## src/rtl/bcd_countdown_timer_pkg.sv

```systemverilog
// Shared types and constants for the BCD countdown timer.
// Optional feature macro: BCD_COUNTDOWN_AUTORELOAD_EN (reload on expiry).
package bcd_timer_pkg;

    localparam int unsigned DIGIT_W = 4;
    localparam logic [DIGIT_W-1:0] DIGIT_MAX = 4'd9;

    typedef enum logic [1:0] {
        IDLE   = 2'd0,
        RUN    = 2'd1,
        PAUSED = 2'd2,
        DONE   = 2'd3
    } state_e;

    // Saturate a raw nibble to a legal BCD digit.
    function automatic logic [DIGIT_W-1:0] clamp_digit(input logic [DIGIT_W-1:0] d);
        return (d > DIGIT_MAX) ? DIGIT_MAX : d;
    endfunction

endpackage

```

## src/rtl/bcd_countdown_timer_if.sv

```systemverilog
// Control/status bundle of the BCD countdown timer.
// Optional feature macro: BCD_COUNTDOWN_AUTORELOAD_EN (no interface change).
interface bcd_countdown_timer_if
    import bcd_timer_pkg::*;
#(
    parameter int unsigned DIGITS = 2
);
    logic                      load;
    logic [DIGIT_W*DIGITS-1:0] load_val;
    logic                      start;
    logic                      pause;
    logic                      tick_en;
    logic [DIGIT_W*DIGITS-1:0] q;
    logic                      busy;
    logic                      done;
    logic                      err;

    modport master (
        output load, load_val, start, pause, tick_en,
        input  q, busy, done, err
    );

    modport slave (
        input  load, load_val, start, pause, tick_en,
        output q, busy, done, err
    );
endinterface

```

## src/rtl/bcd_countdown_timer_down_digit.sv

```systemverilog
// One decade stage of the down-counter: decrement with borrow ripple.
// Optional feature macro: BCD_COUNTDOWN_AUTORELOAD_EN (not used here).
module bcd_down_digit
    import bcd_timer_pkg::*;
(
    input  logic [DIGIT_W-1:0] digit,
    input  logic               borrow_in,
    output logic [DIGIT_W-1:0] next_digit_c,
    output logic               borrow_out_c
);

    // A zero digit wraps to 9 and passes the borrow up; otherwise it absorbs it.
    always_comb begin
        next_digit_c = digit;
        borrow_out_c = 1'b0;
        if (borrow_in) begin
            if (digit == '0) begin
                next_digit_c = DIGIT_MAX;
                borrow_out_c = 1'b1;
            end else begin
                next_digit_c = digit - DIGIT_W'(1);
            end
        end
    end

endmodule

```

## src/rtl/bcd_countdown_timer.sv

```systemverilog
// Multi-digit BCD countdown timer with load/start/pause and expiry pulse.
// Optional feature macro: BCD_COUNTDOWN_AUTORELOAD_EN -- reload the last
// loaded value on expiry and keep running (unless that value is zero).
module bcd_countdown_timer
    import bcd_timer_pkg::*;
#(
    parameter int unsigned DIGITS = 2
) (
    input  logic                  clk,
    input  logic                  reset,
    bcd_countdown_timer_if.slave  bus
);

    localparam int unsigned Q_W = DIGIT_W * DIGITS;

    state_e         state_q, state_d;
    logic [Q_W-1:0] q_q, q_d;
    logic           busy_q, busy_d;
    logic           done_q, done_d;
    logic           err_q, err_d;
    logic [Q_W-1:0] q_dec_c;
    logic [Q_W-1:0] load_clamp_c;
    logic           load_bad_c;
    logic           tick_c;
    logic [DIGITS:0] borrow_c;
`ifdef BCD_COUNTDOWN_AUTORELOAD_EN
    logic [Q_W-1:0] reload_q, reload_d;
`endif

    // A decrement is requested only in RUN when nothing of higher priority is present.
    assign tick_c      = (state_q == RUN) && bus.tick_en && !bus.pause && !bus.load;
    assign borrow_c[0] = tick_c;

    // Borrow chain, digit 0 in the least significant nibble.
    for (genvar g = 0; g < DIGITS; g++) begin : g_digit
        bcd_down_digit u_digit (
            .digit        (q_q[g*DIGIT_W +: DIGIT_W]),
            .borrow_in    (borrow_c[g]),
            .next_digit_c (q_dec_c[g*DIGIT_W +: DIGIT_W]),
            .borrow_out_c (borrow_c[g+1])
        );
    end

    // Saturate the preset digit by digit and flag any illegal nibble.
    always_comb begin
        load_clamp_c = '0;
        load_bad_c   = 1'b0;
        for (int unsigned k = 0; k < DIGITS; k++) begin
            load_clamp_c[k*DIGIT_W +: DIGIT_W] = clamp_digit(bus.load_val[k*DIGIT_W +: DIGIT_W]);
            if (bus.load_val[k*DIGIT_W +: DIGIT_W] > DIGIT_MAX) begin
                load_bad_c = 1'b1;
            end
        end
    end

    // Next-state and next-output logic; priority load > pause > start > tick.
    always_comb begin
        state_d = state_q;
        q_d     = q_q;
        done_d  = 1'b0;
        err_d   = err_q;
`ifdef BCD_COUNTDOWN_AUTORELOAD_EN
        reload_d = reload_q;
`endif
        if (bus.load) begin
            q_d     = load_clamp_c;
            err_d   = load_bad_c;
            state_d = IDLE;
`ifdef BCD_COUNTDOWN_AUTORELOAD_EN
            reload_d = load_clamp_c;
`endif
        end else begin
            case (state_q)
                IDLE: begin
                    if (bus.start && !bus.pause) begin
                        if (q_q != '0) begin
                            state_d = RUN;
                        end else begin
                            state_d = DONE;
                            done_d  = 1'b1;
                        end
                    end
                end
                RUN: begin
                    if (bus.pause) begin
                        state_d = PAUSED;
                    end else if (tick_c && !borrow_c[DIGITS]) begin
                        // borrow out of the top digit would mean counting below zero
                        if (q_q == Q_W'(1)) begin
                            done_d = 1'b1;
`ifdef BCD_COUNTDOWN_AUTORELOAD_EN
                            if (reload_q != '0) begin
                                q_d = reload_q;
                            end else begin
                                q_d     = '0;
                                state_d = DONE;
                            end
`else
                            q_d     = '0;
                            state_d = DONE;
`endif
                        end else begin
                            q_d = q_dec_c;
                        end
                    end
                end
                PAUSED: begin
                    if (bus.start && !bus.pause) begin
                        state_d = RUN;
                    end
                end
                DONE: begin
                    if (bus.start && !bus.pause) begin
                        done_d = 1'b1;
                    end
                end
                default: state_d = IDLE;
            endcase
        end
        busy_d = (state_d == RUN) || (state_d == PAUSED);
    end

    // State and output registers.
    always_ff @(posedge clk or negedge reset) begin
        if (!reset) begin
            state_q <= IDLE;
            q_q     <= '0;
            busy_q  <= 1'b0;
            done_q  <= 1'b0;
            err_q   <= 1'b0;
        end else begin
            state_q <= state_d;
            q_q     <= q_d;
            busy_q  <= busy_d;
            done_q  <= done_d;
            err_q   <= err_d;
        end
    end

`ifdef BCD_COUNTDOWN_AUTORELOAD_EN
    // Reload value captured on every load.
    always_ff @(posedge clk or negedge reset) begin
        if (!reset) begin
            reload_q <= '0;
        end else begin
            reload_q <= reload_d;
        end
    end
`endif

    assign bus.q    = q_q;
    assign bus.busy = busy_q;
    assign bus.done = done_q;
    assign bus.err  = err_q;

endmodule

```

## src/flat_wrapper.sv

```systemverilog
// flat-port wrapper written by rule: the top's interface ports become plain ports
module bcd_countdown_timer_flat import bcd_timer_pkg::*;
#(
    parameter int unsigned DIGITS = 2
)
  (clk, reset, bus_load, bus_load_val, bus_start, bus_pause, bus_tick_en, bus_q, bus_busy, bus_done, bus_err);
  bcd_countdown_timer_if #(.DIGITS(DIGITS)) bus_i ();
  input  logic clk;
  input  logic reset;
  input wire logic [$bits(bus_i.load)-1:0] bus_load;
  input wire logic [$bits(bus_i.load_val)-1:0] bus_load_val;
  input wire logic [$bits(bus_i.start)-1:0] bus_start;
  input wire logic [$bits(bus_i.pause)-1:0] bus_pause;
  input wire logic [$bits(bus_i.tick_en)-1:0] bus_tick_en;
  output wire logic [$bits(bus_i.q)-1:0] bus_q;
  output wire logic [$bits(bus_i.busy)-1:0] bus_busy;
  output wire logic [$bits(bus_i.done)-1:0] bus_done;
  output wire logic [$bits(bus_i.err)-1:0] bus_err;
  assign bus_i.load = bus_load;
  assign bus_i.load_val = bus_load_val;
  assign bus_i.start = bus_start;
  assign bus_i.pause = bus_pause;
  assign bus_i.tick_en = bus_tick_en;
  assign bus_q = bus_i.q;
  assign bus_busy = bus_i.busy;
  assign bus_done = bus_i.done;
  assign bus_err = bus_i.err;
  bcd_countdown_timer #(.DIGITS(DIGITS)) u_core (.clk(clk), .reset(reset), .bus(bus_i));
endmodule
```

## config.mk

```make
export PLATFORM = sky130hd
export DESIGN_NAME = bcd_countdown_timer_flat
export DESIGN_NICKNAME = d
export VERILOG_FILES = /design/src/rtl/bcd_countdown_timer_pkg.sv /design/src/rtl/bcd_countdown_timer_if.sv /design/src/rtl/bcd_countdown_timer_down_digit.sv /design/src/rtl/bcd_countdown_timer.sv /design/src/flat_wrapper.sv
export SDC_FILE = /design/constraint.sdc
export NUM_CORES = 1
export LEC_CHECK = 0
export ABC_CLOCK_PERIOD_IN_PS = 1600
export CELL_PAD_IN_SITES_DETAIL_PLACEMENT = 0
export CELL_PAD_IN_SITES_GLOBAL_PLACEMENT = 1
export CORE_ASPECT_RATIO = 1.1
export CORE_MARGIN = 2
export CORE_UTILIZATION = 32
export CTS_CLUSTER_DIAMETER = 60
export CTS_CLUSTER_SIZE = 14
export DETAILED_ROUTE_END_ITERATION = 16
export GPL_ROUTABILITY_DRIVEN = 0
export GPL_TIMING_DRIVEN = 0
export PLACE_DENSITY = 0.84
export SLEW_MARGIN = 20
export SYNTH_ARGS = -nofsm -noshare
export SYNTH_HDL_FRONTEND = slang
export SYNTH_SLANG_ARGS = --single-unit
```

## constraint.sdc

```tcl
create_clock -name clk -period 1.6 [get_ports clk]
set_clock_uncertainty 0.1 [all_clocks]
set_input_delay 0.48 -clock clk [delete_from_list [all_inputs] [get_ports clk]]
set_output_delay 0.48 -clock clk [all_outputs]
set_load 0.005 [all_outputs]
```

== Yosys cells after proc, flatten, opt, wreduce, memory -nomap -nowiden ==
Index checks and enable logic that the tools add are counted.

* Add/subtract/negate cells: 2
* $lt $le $gt $ge: 2
* Equal/unequal tests: 7
* Multiplexer cells: 33
* Reduce and logical (&&, ||, !) cells: 19

{| class="wikitable"
|+ Operators with widths
! kind !! number
|-
| 2-to-1 mux 8 bit || 5
|-
| 2-to-1 mux 4 bit || 6
|-
| 2-to-1 mux 2 bit || 7
|-
| 2-to-1 mux 1 bit || 13
|-
| == test 8 x 1 -> 1 bit, second input constant || 1
|-
| greater-than comparator 4 bit, second input constant || 2
|-
| zero test 4 bit || 2
|-
| AND reduction 4 bit || 2
|-
| nonzero test 8 bit || 1
|-
| subtractor 4 x 1 -> 4 bit, second input constant || 2
|-
| == test 2 bit, second input constant || 3
|-
| case mux 2 bit (3 select lines) || 1
|-
| nonzero test 3 bit || 2
|-
| logical AND 1 bit || 5
|-
| == test 2 x 1 -> 1 bit, second input constant || 2
|-
| nonzero test 2 bit || 2
|-
| zero test 1 bit || 3
|-
| case mux 1 bit (3 select lines) || 1
|-
| zero test 2 bit || 1
|-
| != test 2 bit, second input constant || 1
|-
| logical OR 1 bit || 1
|}

* Bits in registers: 13
* Input port bits: 14
* Output and inout bits: 11
* Word-level logic and storage cells: 69

== Logic depth before layout (Yosys ltp) ==
Gate-level depths: netlist (run 1).

* Depth after elaboration: 14
* Gate-level depth with buffers: 7
* Depth with buffers taken out: 6

== Hierarchy ==
From an unflattened synthesis (run 1), not the netlist that was laid out.

* Cells, all modules: 82
* Area total of the unflattened synthesis: 850.8 um2

{| class="wikitable"
|+ Modules (own cells, without submodules)
! module !! instances !! cells an instance !! area an instance (um2) !! sequential area each (um2)
|-
| bcd_countdown_timer || 1 || 60 || 693.2 || 325.3
|-
| bcd_down_digit || 2 || 11 || 78.8 || 0.0
|}

== Worst setup path after synthesis (run 1) ==
OpenSTA, ideal clock, no wires.

* Path kind: register -> register
* From: register u_core.q_q[4] (netlist: u_core.bus.q[4])
* To: register u_core.q_q[7] (netlist: u_core.bus.q[7])
* Library setup time: 0.126 ns
* Data arrival time: 1.564 ns
* Data required time: 1.374 ns
* Path slack: -0.189 ns
* Stages on the path, launching flop included: 7
* Path through: dfrtp_1 > inv_1 > ha_1 > nor3b_4 > mux2i_1 > nand2b_4 > o311a_1

* Cells in the longest elaborated chain, start to end: 8

{| class="wikitable"
|+ RTL lines
! element !! RTL line !! RTL
|-
| start: declaration || bcd_countdown_timer.sv:17 || <nowiki>logic [Q_W-1:0] q_q, q_d;</nowiki>
|-
| start signal: assignment || bcd_countdown_timer.sv:133 || <nowiki>q_q <= q_d;</nowiki>
|-
| subtractor 4 x 1 -> 4 bit / zero test 4 bit (equally long branches) || bcd_countdown_timer_down_digit.sv:21, bcd_countdown_timer_down_digit.sv:17 ||
|-
| 2-to-1 mux 4 bit || bcd_countdown_timer_down_digit.sv:17 || <nowiki>if (digit == '0) begin</nowiki>
|-
| 2-to-1 mux 4 bit || bcd_countdown_timer_down_digit.sv:16 || <nowiki>if (borrow_in) begin</nowiki>
|-
| 2-to-1 mux 8 bit || bcd_countdown_timer.sv:89 || <nowiki>if (q_q == Q_W'(1)) begin</nowiki>
|-
| 2-to-1 mux 8 bit || bcd_countdown_timer.sv:87 || <nowiki>end else if (tick_c && !borrow_c[DIGITS]) begin</nowiki>
|-
| 2-to-1 mux 8 bit || bcd_countdown_timer.sv:85 || <nowiki>if (bus.pause) begin</nowiki>
|-
| 2-to-1 mux 8 bit || bcd_countdown_timer.sv:73 || <nowiki>case (state_q)</nowiki>
|-
| 2-to-1 mux 8 bit || bcd_countdown_timer.sv:65 || <nowiki>if (bus.load) begin</nowiki>
|}

Parallel ways exist; a longest one is shown, timed or not. The select of a mux whose other input is x is not followed.
A chain may end at the register's enable or synchronous reset.

== Worst setup path in the final report (run 1) ==
* From: input port bus_start
* To: register u_core.done_q (netlist: u_core.bus.done)

* Cells in the longest elaborated chain, start to end: 4

{| class="wikitable"
|+ RTL lines
! element !! RTL line !! RTL
|-
| start: declaration || flat_wrapper.sv:12 || <nowiki>input wire logic [$bits(bus_i.start)-1:0] bus_start;</nowiki>
|-
| logical AND 1 bit * || bcd_countdown_timer.sv:75, bcd_countdown_timer.sv:113 ||
|-
| 2-to-1 mux 1 bit (on tied branches) || bcd_countdown_timer.sv:113, bcd_countdown_timer.sv:75 ||
|-
| case mux 1 bit (3 select lines) * || bcd_countdown_timer.sv:73 ||
|-
| 2-to-1 mux 1 bit * || bcd_countdown_timer.sv:65 ||
|-
| net u_core.done_d || bcd_countdown_timer.sv:19 || <nowiki>logic done_q, done_d;</nowiki>
|-
| end signal: assignment || bcd_countdown_timer.sv:135 || <nowiki>done_q <= done_d;</nowiki>
|-
| end: declaration || bcd_countdown_timer.sv:19 ||
|}

The timed path passes the listed nets; every way through them passes the cells marked *.

==> impl_metrics.csv, run 1 <==
group,metric,value,unit
route,wl,3020,um
finish,syn2layout_area_growth,65.2,%
pwr,p_sw,0.000337,W
floorplanning,start_util,34.0,%
floorplanning,die_x,56.0,um
yosys,synth_ff_type,"dfrtp_1",
route,routed_via_density,5.50,
sta,tns,-0.747,ns
yosys,synthTopCellsByCount,"dfrtp_1, nand2_1, o21ai_0",
route,drc_errors,0,
global_route,grt_pass1_vias,1125,
job,maxCapViolCount,0,
hold_path,min_from,"u_core.bus.err",
clock_network,clkTransAtPathRegs,0.08,ns
pwr,leakage,0.662,nW
critical_path,critical_path.startpoint_type,"input pin",
route,first_pass_iters,4,
yosys,synth_compound_area_share,25.8,%
critical_path,critPathCaptureType,"flip-flop",
yosys,synth_fa_ha_area_share,6.57,%
yosys,synth.avg_cell_area,9.07,um2
sta,min_period,1.74,ns
critical_path,cp.arrival,1.83,ns
sta,slew_headroom,57.2,%
status,status,"finished with violations",
pwr,p_per_area,650,nW/um2
finish,post-route-cell-area,1570,um2
sta,setup_viol,9,
global_route,grt_antenna_before_repair,0,
critical_path,rr_startpoint,"u_core.bus.q[4]",
yosys,synth_warnings,0,
sta,fmax,575,MHz
hold_path,hold_path.class,"flip-flop to flip-flop",
yosys,synth_xor_area_share,0,%
yosys,muxShareOfSynthArea,1.05,%
clock_network,cts_tree,"yes",
global_route,grt_max_degree,14,
yosys,synth_cell_types,42,
critical_path,reg2reg_slack,-0.14,ns
yosys,synth_most_common_cell,"dfrtp_1",
route,ant_nets,0,
yosys,syn_area,952,um2
pwr,seq_power_share,37.2,%
clock_network,cts-buffers-inserted,3,
yosys,synth_nets,124,
pwr,swShare,32.9,%
floorplanning,die_height,61.2,um
yosys,yosys.area_share.simple,27.1,%
placed_design,portBuffers,23,
sta,hold_viol,0,
clock_network,cts-root-buf,"clkbuf_4",
sta,setup_ws,-0.140,ns
clock_network,cts_max_path_buffers,2,
status,violations,"setup timing",
pwr,combinationalPowerShare,41.6,%
yosys,synth_area_leaders,"dfrtp_1, ha_1, nand2_1",
yosys,synth_seq_cells,13,
finish,drive_gt1_share,45.9,%
sta,rsz0062_at_grt,"yes",
finish,antenna-diode-count,0,
yosys,yosysTopAreaCell,"dfrtp_1",
finish,nets,179,
critical_path,reg2reg_to,"u_core.bus.q[7]",
pwr,vdd_drop_max,0.000403,V
sta,post-route-period-util,109,%
floorplanning,rows,20,
critical_path,path_max_fanout,3,
yosys,async_reset_ff_share,100,%
floorplanning,core_area,2800,um2
floorplanning,ios,25,
critical_path,crit_required,1.69,ns
clock_network,cts_max_level,1,
yosys,synth_cells,105,
global_route,grt_overflow,0,
yosys,yosysTopAreaCellShare,34.2,%
yosys,ys_seq_area_share,34.2,%
route,num_vias,1056,
global_route,grt_usage,19.3,%
placed_design,dpl_cell_area,1240,um2
floorplanning,die_area,3430,um2
sta,tightest_slew,0.640,ns
route,wl_per_cell,15.7,um
finish,nFillCells,260,
hold_path,holdPathEnd,"u_core.bus.err",
route,drt_first_iter_violations,21,
yosys,synth_top_family_by_area,"simple AND/OR/NAND/NOR gates",
clock_network,cts_sinks,13,
hold_path,worstHoldPathCells,2,
pwr,p_int,0.000686,W
critical_path,r2r_cells,7,
global_route,grt_pass1_wl,5150,um
critical_path,setup.worst_path.class,"input pin to flip-flop",
clock_network,clock_latency,0.28,ns
yosys,synth_edf_count,0,
pwr,p_clk_share,21.2,%
sta,slew_viol_final,0,
placed_design,dp_hpwl,1870,um
==> power groups by stage <==
stage / Clock, W / Combinational, W / Sequential (W)
after CTS: 0.000219 / 0.000377 / 0.000378
after floorplan: 0 / 0.000142 / 0.000397
after global placement: 0 / 0.000259 / 0.000402
final: 0.000217 / 0.000426 / 0.000380
after global routing: 0.000232 / 0.000462 / 0.000383
after detailed placement: 0 / 0.000267 / 0.000402
==> registers in the layout (all words and copies together) (netlist names) <==
signal           cells
u_core.bus.busy      1
u_core.bus.q         8
u_core.bus.err       1
u_core.state_q       2
u_core.bus.done      1
==> logic make-up after synthesis <==
kind of cell,count (synthesis)
muxes,1
adders and majority gates,5
DFF,13
buffers and inverters,11
AOI/OAI and AO/OA,35
and+or+nand+nor,40
==> critical path: stages <==
cell and delay [ns]:
clkdlybuf4s50_1 0.51, nor4b_4 0.23, a32oi_1 0.12, or2_4 0.29, a221oi_2 0.20
==> routing by layer <==
metal  vias up  track usage, %  share of wire (%)
met1       511            22.5                 43
li1        509               -                  -
met4         0            9.86                3.2
met2        27            35.1                 50
met3         9            3.15                3.6
met5         -               0                  0
==> layout make-up <==
class	instances	area, um2	share of cell area (%)
multi-input cells	81	703	44.7
repair buffers	51	423	26.9
flip-flops and latches	13	333	21.2
well taps	33	41.3	2.63
clock buffers	4	26.3	1.67
inverters	7	26.3	1.67
plain buffers	3	20.0	1.27
==> stage by stage <==
step	instances	setup slack, ns	hold slack [ns]	total power, W	utilization (%)
2_1_floorplan	105	-0.123	0.0844	0.000540	-
3_3_place_gp	161	-0.679	0.439	0.000661	44.4
3_5_place_dp	161	-0.671	0.438	0.000670	44.4
4_1_cts	189	-0.158	0.446	0.000975	54.0
5_1_grt	192	-0.215	0.471	0.00108	56.1
6_report	192	-0.140	0.445	0.00102	56.1
==> worst max-delay path by stage <==
stage | from | depth (start not counted) | endpoint
after global routing | u_core.bus.q[4] | 6 | u_core.bus.q[5]
after global placement | bus_pause | 5 | u_core.bus.q[7]
after detailed placement | bus_pause | 5 | u_core.bus.q[7]
final | bus_start | 5 | u_core.bus.done
after floorplan | u_core.bus.q[0] | 7 | u_core.bus.q[4]
after CTS | u_core.bus.q[0] | 7 | u_core.bus.q[4]
==> placed cells by master (no fill, tap or decap), drive strengths merged, types with 2 or more instances in the layout <==
cell,netlist,final
buf,4,33
dfrtp,13,13
nand2,11,11
clkdlybuf4s50,0,10
dlygate4sd2,0,8
o21ai,8,8
nor2,7,7
inv,7,7
clkbuf,0,7
a21oi,5,5
a31oi,5,5
ha,5,5
o41ai,3,3
nor2b,3,3
nor3,3,3
and4bb,2,2
a32oi,2,2
a221oi,2,2
nand3,2,2
nor3b,2,2
or2,2,2
nand2b,2,2
o31ai,2,2
==> timing repair <==
action                                 in CTS  in global routing
hold buffers                                0                  0
endpoints found under the hold margin       0                  0
gates resized for setup                    42                 20
pin swaps                                   9                  6
buffers inserted                           24                  5
setup endpoints to repair                  22                 14
(Power assumes the default switching activity.)
==> inputs of run 2 (changes only) <==
--- a/config.mk
+++ b/config.mk
@@ -17,7 +17,7 @@
 export GPL_ROUTABILITY_DRIVEN = 0
 export GPL_TIMING_DRIVEN = 0
 export PLACE_DENSITY = 0.84
-export SLEW_MARGIN = 20
+export SLEW_MARGIN = 0
 export SYNTH_ARGS = -nofsm -noshare
 export SYNTH_HDL_FRONTEND = slang
 export SYNTH_SLANG_ARGS = --single-unit
==> results of run 2 <==
Final layout, timing and power as in run 1 (identical DEF).
==> inputs of run 3 (changes only) <==
--- a/config.mk
+++ b/config.mk
@@ -5,19 +5,19 @@
 export SDC_FILE = /design/constraint.sdc
 export NUM_CORES = 1
 export LEC_CHECK = 0
+export ABC_AREA = 1
 export ABC_CLOCK_PERIOD_IN_PS = 1600
 export CELL_PAD_IN_SITES_DETAIL_PLACEMENT = 0
 export CELL_PAD_IN_SITES_GLOBAL_PLACEMENT = 1
 export CORE_ASPECT_RATIO = 1.1
 export CORE_MARGIN = 2
-export CORE_UTILIZATION = 32
+export CORE_UTILIZATION = 30
 export CTS_CLUSTER_DIAMETER = 60
 export CTS_CLUSTER_SIZE = 14
 export DETAILED_ROUTE_END_ITERATION = 16
 export GPL_ROUTABILITY_DRIVEN = 0
 export GPL_TIMING_DRIVEN = 0
-export PLACE_DENSITY = 0.84
-export SLEW_MARGIN = 0
+export PLACE_DENSITY = 0.83
 export SYNTH_ARGS = -nofsm -noshare
 export SYNTH_HDL_FRONTEND = slang
 export SYNTH_SLANG_ARGS = --single-unit
==> run 3 against run 2 <==
The flow now finishes without violations. Sequential cell count is the same. First-iteration DRC count rose by 33%. Area after synthesis rose by 4.9%. Critical endpoint is now u_core.bus.q[7].
==> impl_metrics.csv, run 3 <==
group,metric,value,unit
sta,hold_viol,0,
finish,nFillCells,322,
yosys,synth_most_common_cell,"nand2_1",
route,drt_first_iter_violations,28,
pwr,p_clk_share,13.6,%
yosys,synth_ff_type,"dfrtp_1",
sta,setup_viol,0,
sta,post-route-period-util,97.9,%
clock_network,cts_max_path_buffers,2,
global_route,grt_usage,14.2,%
critical_path,path_max_fanout,8,
floorplanning,die_area,3810,um2
sta,slew_viol_final,0,
clock_network,cts_max_level,1,
route,route.layer.met1.wl,1150,um
floorplanning,start_util,32.2,%
critical_path,setup.worst_path.class,"flip-flop to flip-flop",
critical_path,cp-startpoint,"u_core.bus.q[2]",
yosys,ys_seq_area_share,32.6,%
yosys,synthTopCellsByCount,"nand2_1, nor2_1, inv_1",
route,wl,2670,um
placed_design,dp_slack,-0.269,ns
finish,nets,211,
global_route,grt_max_degree,14,
sta,tightest_slew,0.655,ns
yosys,async_reset_ff_share,100,%
yosys,synth_cell_types,22,
pwr,p_sw,0.000654,W
sta,min_period,1.57,ns
pwr,swShare,41.5,%
critical_path,reg2reg_to,"u_core.bus.q[7]",
yosys,synth_warnings,0,
finish,final_cell_count_no_fill,225,
yosys,synth_cells,150,
global_route,grt_overflow,0,
sta,rsz0062_at_grt,"yes",
floorplanning,ios,25,
pwr,p_total,0.00158,W
job,maxCapViolCount,0,
pwr,combinationalPowerShare,58.3,%
floorplanning,core_area,3100,um2
route,drc_errors,0,
route,maxUsedRoutingLayer,"met4",
route,ant_nets,0,
yosys,synth_area_leaders,"dfrtp_1, nand2_1, nor2_1",
route,wl_per_cell,11.9,um
sta,fmax,638,MHz
finish,largest_reg_flops,8,
clock_network,cts-root-buf,"clkbuf_4",
yosys,yosysTopAreaCell,"dfrtp_1",
placed_design,portBuffers,24,
floorplanning,die_x,59.0,um
clock_network,clock_latency,0.29,ns
route,wl_met3,109,um
sta,setup_ws,0.0333,ns
sta,slew_headroom,56.2,%
pwr,p_int,0.000922,W
clock_network,clkTransAtPathRegs,0.08,ns
route,route.met2.wl,1330,um
finish,final_cell_mix,"nand2_1, nor2_1, clkdlybuf4s50_1, buf_4, o21ai_0",
finish,layout_commonest_cell,"nand2_1",
yosys,synth_seq_cells,13,
hold_path,min_from,"u_core.bus.err",
finish,syn2layout_area_growth,46.1,%
critical_path,critPathCaptureType,"flip-flop",
clock_network,cts-buffers-inserted,3,
route,first_pass_iters,4,
clock_network,cts_sinks,13,
sta,whs,0.386,ns
placed_design,dp_cells,208,
global_route,grt_pass1_wl,4220,um
yosys,synth.avg_cell_area,6.66,um2
floorplanning,rows,21,
critical_path,rr_startpoint,"u_core.bus.q[2]",
placed_design,dp_hpwl,1880,um
finish,final_core_util,47.1,%
global_route,grt_pass1_vias,1073,
yosys,synth_nets,169,
critical_path,reg2reg_slack,0.03,ns
route,num_vias,1083,
pwr,p_per_area,1080,nW/um2
clock_network,cts_tree,"yes",
yosys,yosysTopAreaCellShare,32.6,%
pwr,vdd_drop_max,0.000368,V
pwr,leakage,0.733,nW
route,routed_via_density,4.81,
global_route,grt_antenna_before_repair,0,
critical_path,crit_required,1.69,ns
hold_path,hold_path.class,"flip-flop to flip-flop",
finish,antenna-diode-count,0,
critical_path,r2r_cells,11,
yosys,syn_area,998,um2
finish,drive_gt1_share,28.8,%
critical_path,cp-endpoint,"u_core.bus.q[7]",
critical_path,cp.arrival,1.65,ns
floorplanning,die_height,64.5,um
pwr,seq_power_share,28.0,%
status,status,"finished clean",
yosys,synth_edf_count,0,
critical_path,critical_path.startpoint_type,"flip-flop",
[run 3: changes by cell type after synthesis, moves of 3 or more]
| cell | before | now |
|---|---|---|
| nor2b_1 | 3 | 0 |
| nand2_2 | 0 | 5 |
| nor2_4 | 0 | 3 |
| o21ai_0 | 8 | 13 |
| inv_1 | 7 | 14 |
| inv_2 | 0 | 5 |
| nand3_1 | 2 | 8 |
| nor2_1 | 7 | 22 |
| nand2_1 | 11 | 47 |
| o41ai_1 | 3 | 0 |
| a31oi_1 | 5 | 1 |
[run 3: how the worst min path moves through the flow]
stage	cells after the start	slack [ns]	end
after floorplan	0	0.08	u_core.bus.busy
after global placement	2	0.37	u_core.bus.err
after detailed placement	2	0.38	u_core.bus.err
after CTS	2	0.39	u_core.bus.err
after global routing	2	0.40	u_core.bus.err
final	2	0.39	u_core.bus.err
[run 3: timing repair]
item                                   CTS  global route
setup endpoints to repair               18            11
pin swaps                                3             9
endpoints found under the hold margin    0             0
setup buffers                            7             6
resized for setup                       20            22
hold buffers                             0             0
[run 3: final cells by class]
class	instances	area, um2	share of cell area, %
multi-input cells	117	648	44.4
clock buffers	4	26.3	1.80
flip-flops and latches	13	329	22.6
well taps	34	42.5	2.92
inverters	19	81.3	5.57
repair buffers	37	320	22.0
plain buffers	1	11.3	0.772
[run 3: kinds of logic after synthesis]
logic type / count (synthesis) / synth area share (%)
xor gates and xnor gates: 2 / 1.75
DFF: 13 / 32.6
adders and majority gates: 5 / 6.27
and+or+nand+nor: 90 / 40.5
buffers and inverters: 20 / 8.27
AOI/OAI and AO/OA: 20 / 10.7
[run 3: through the flow]
step	area [um2]	setup TNS [ns]
after floorplan	998	0
after global placement	1280	-2.10
after detailed placement	1280	-2.44
after CTS	1360	0
after global routing	1460	-0.184
final	1460	0
[run 3: routing by layer]
| layer | global-route usage (%) | vias to the layer above |
|---|---|---|
| met4 | 7.10 | 0 |
| met1 | 15.9 | 499 |
| li1 | - | 551 |
| met3 | 2.20 | 9 |
| met5 | 0 | - |
| met2 | 25.3 | 24 |
[run 3: worst max-delay path, stage by stage (launching register included)]
cell and delay (ns):
dfrtp_2 0.41, buf_4 0.16, inv_4 0.06, nand2_2 0.08, nor2_4 0.14, nand2_2 0.06
nand2_2 0.08, nand2_4 0.09, nand2_4 0.12, inv_4 0.05, nand2_2 0.05, nand2_1 0.05
[run 3: power by group through the flow]
| stage | clock network (W) | logic [W] | registers, W |
|---|---|---|---|
| after global routing | 0.000244 | 0.00102 | 0.000452 |
| after detailed placement | 0 | 0.000694 | 0.000481 |
| after CTS | 0.000219 | 0.000789 | 0.000443 |
| final | 0.000215 | 0.000919 | 0.000442 |
| after global placement | 0 | 0.000684 | 0.000477 |
| after floorplan | 0 | 0.000436 | 0.000476 |
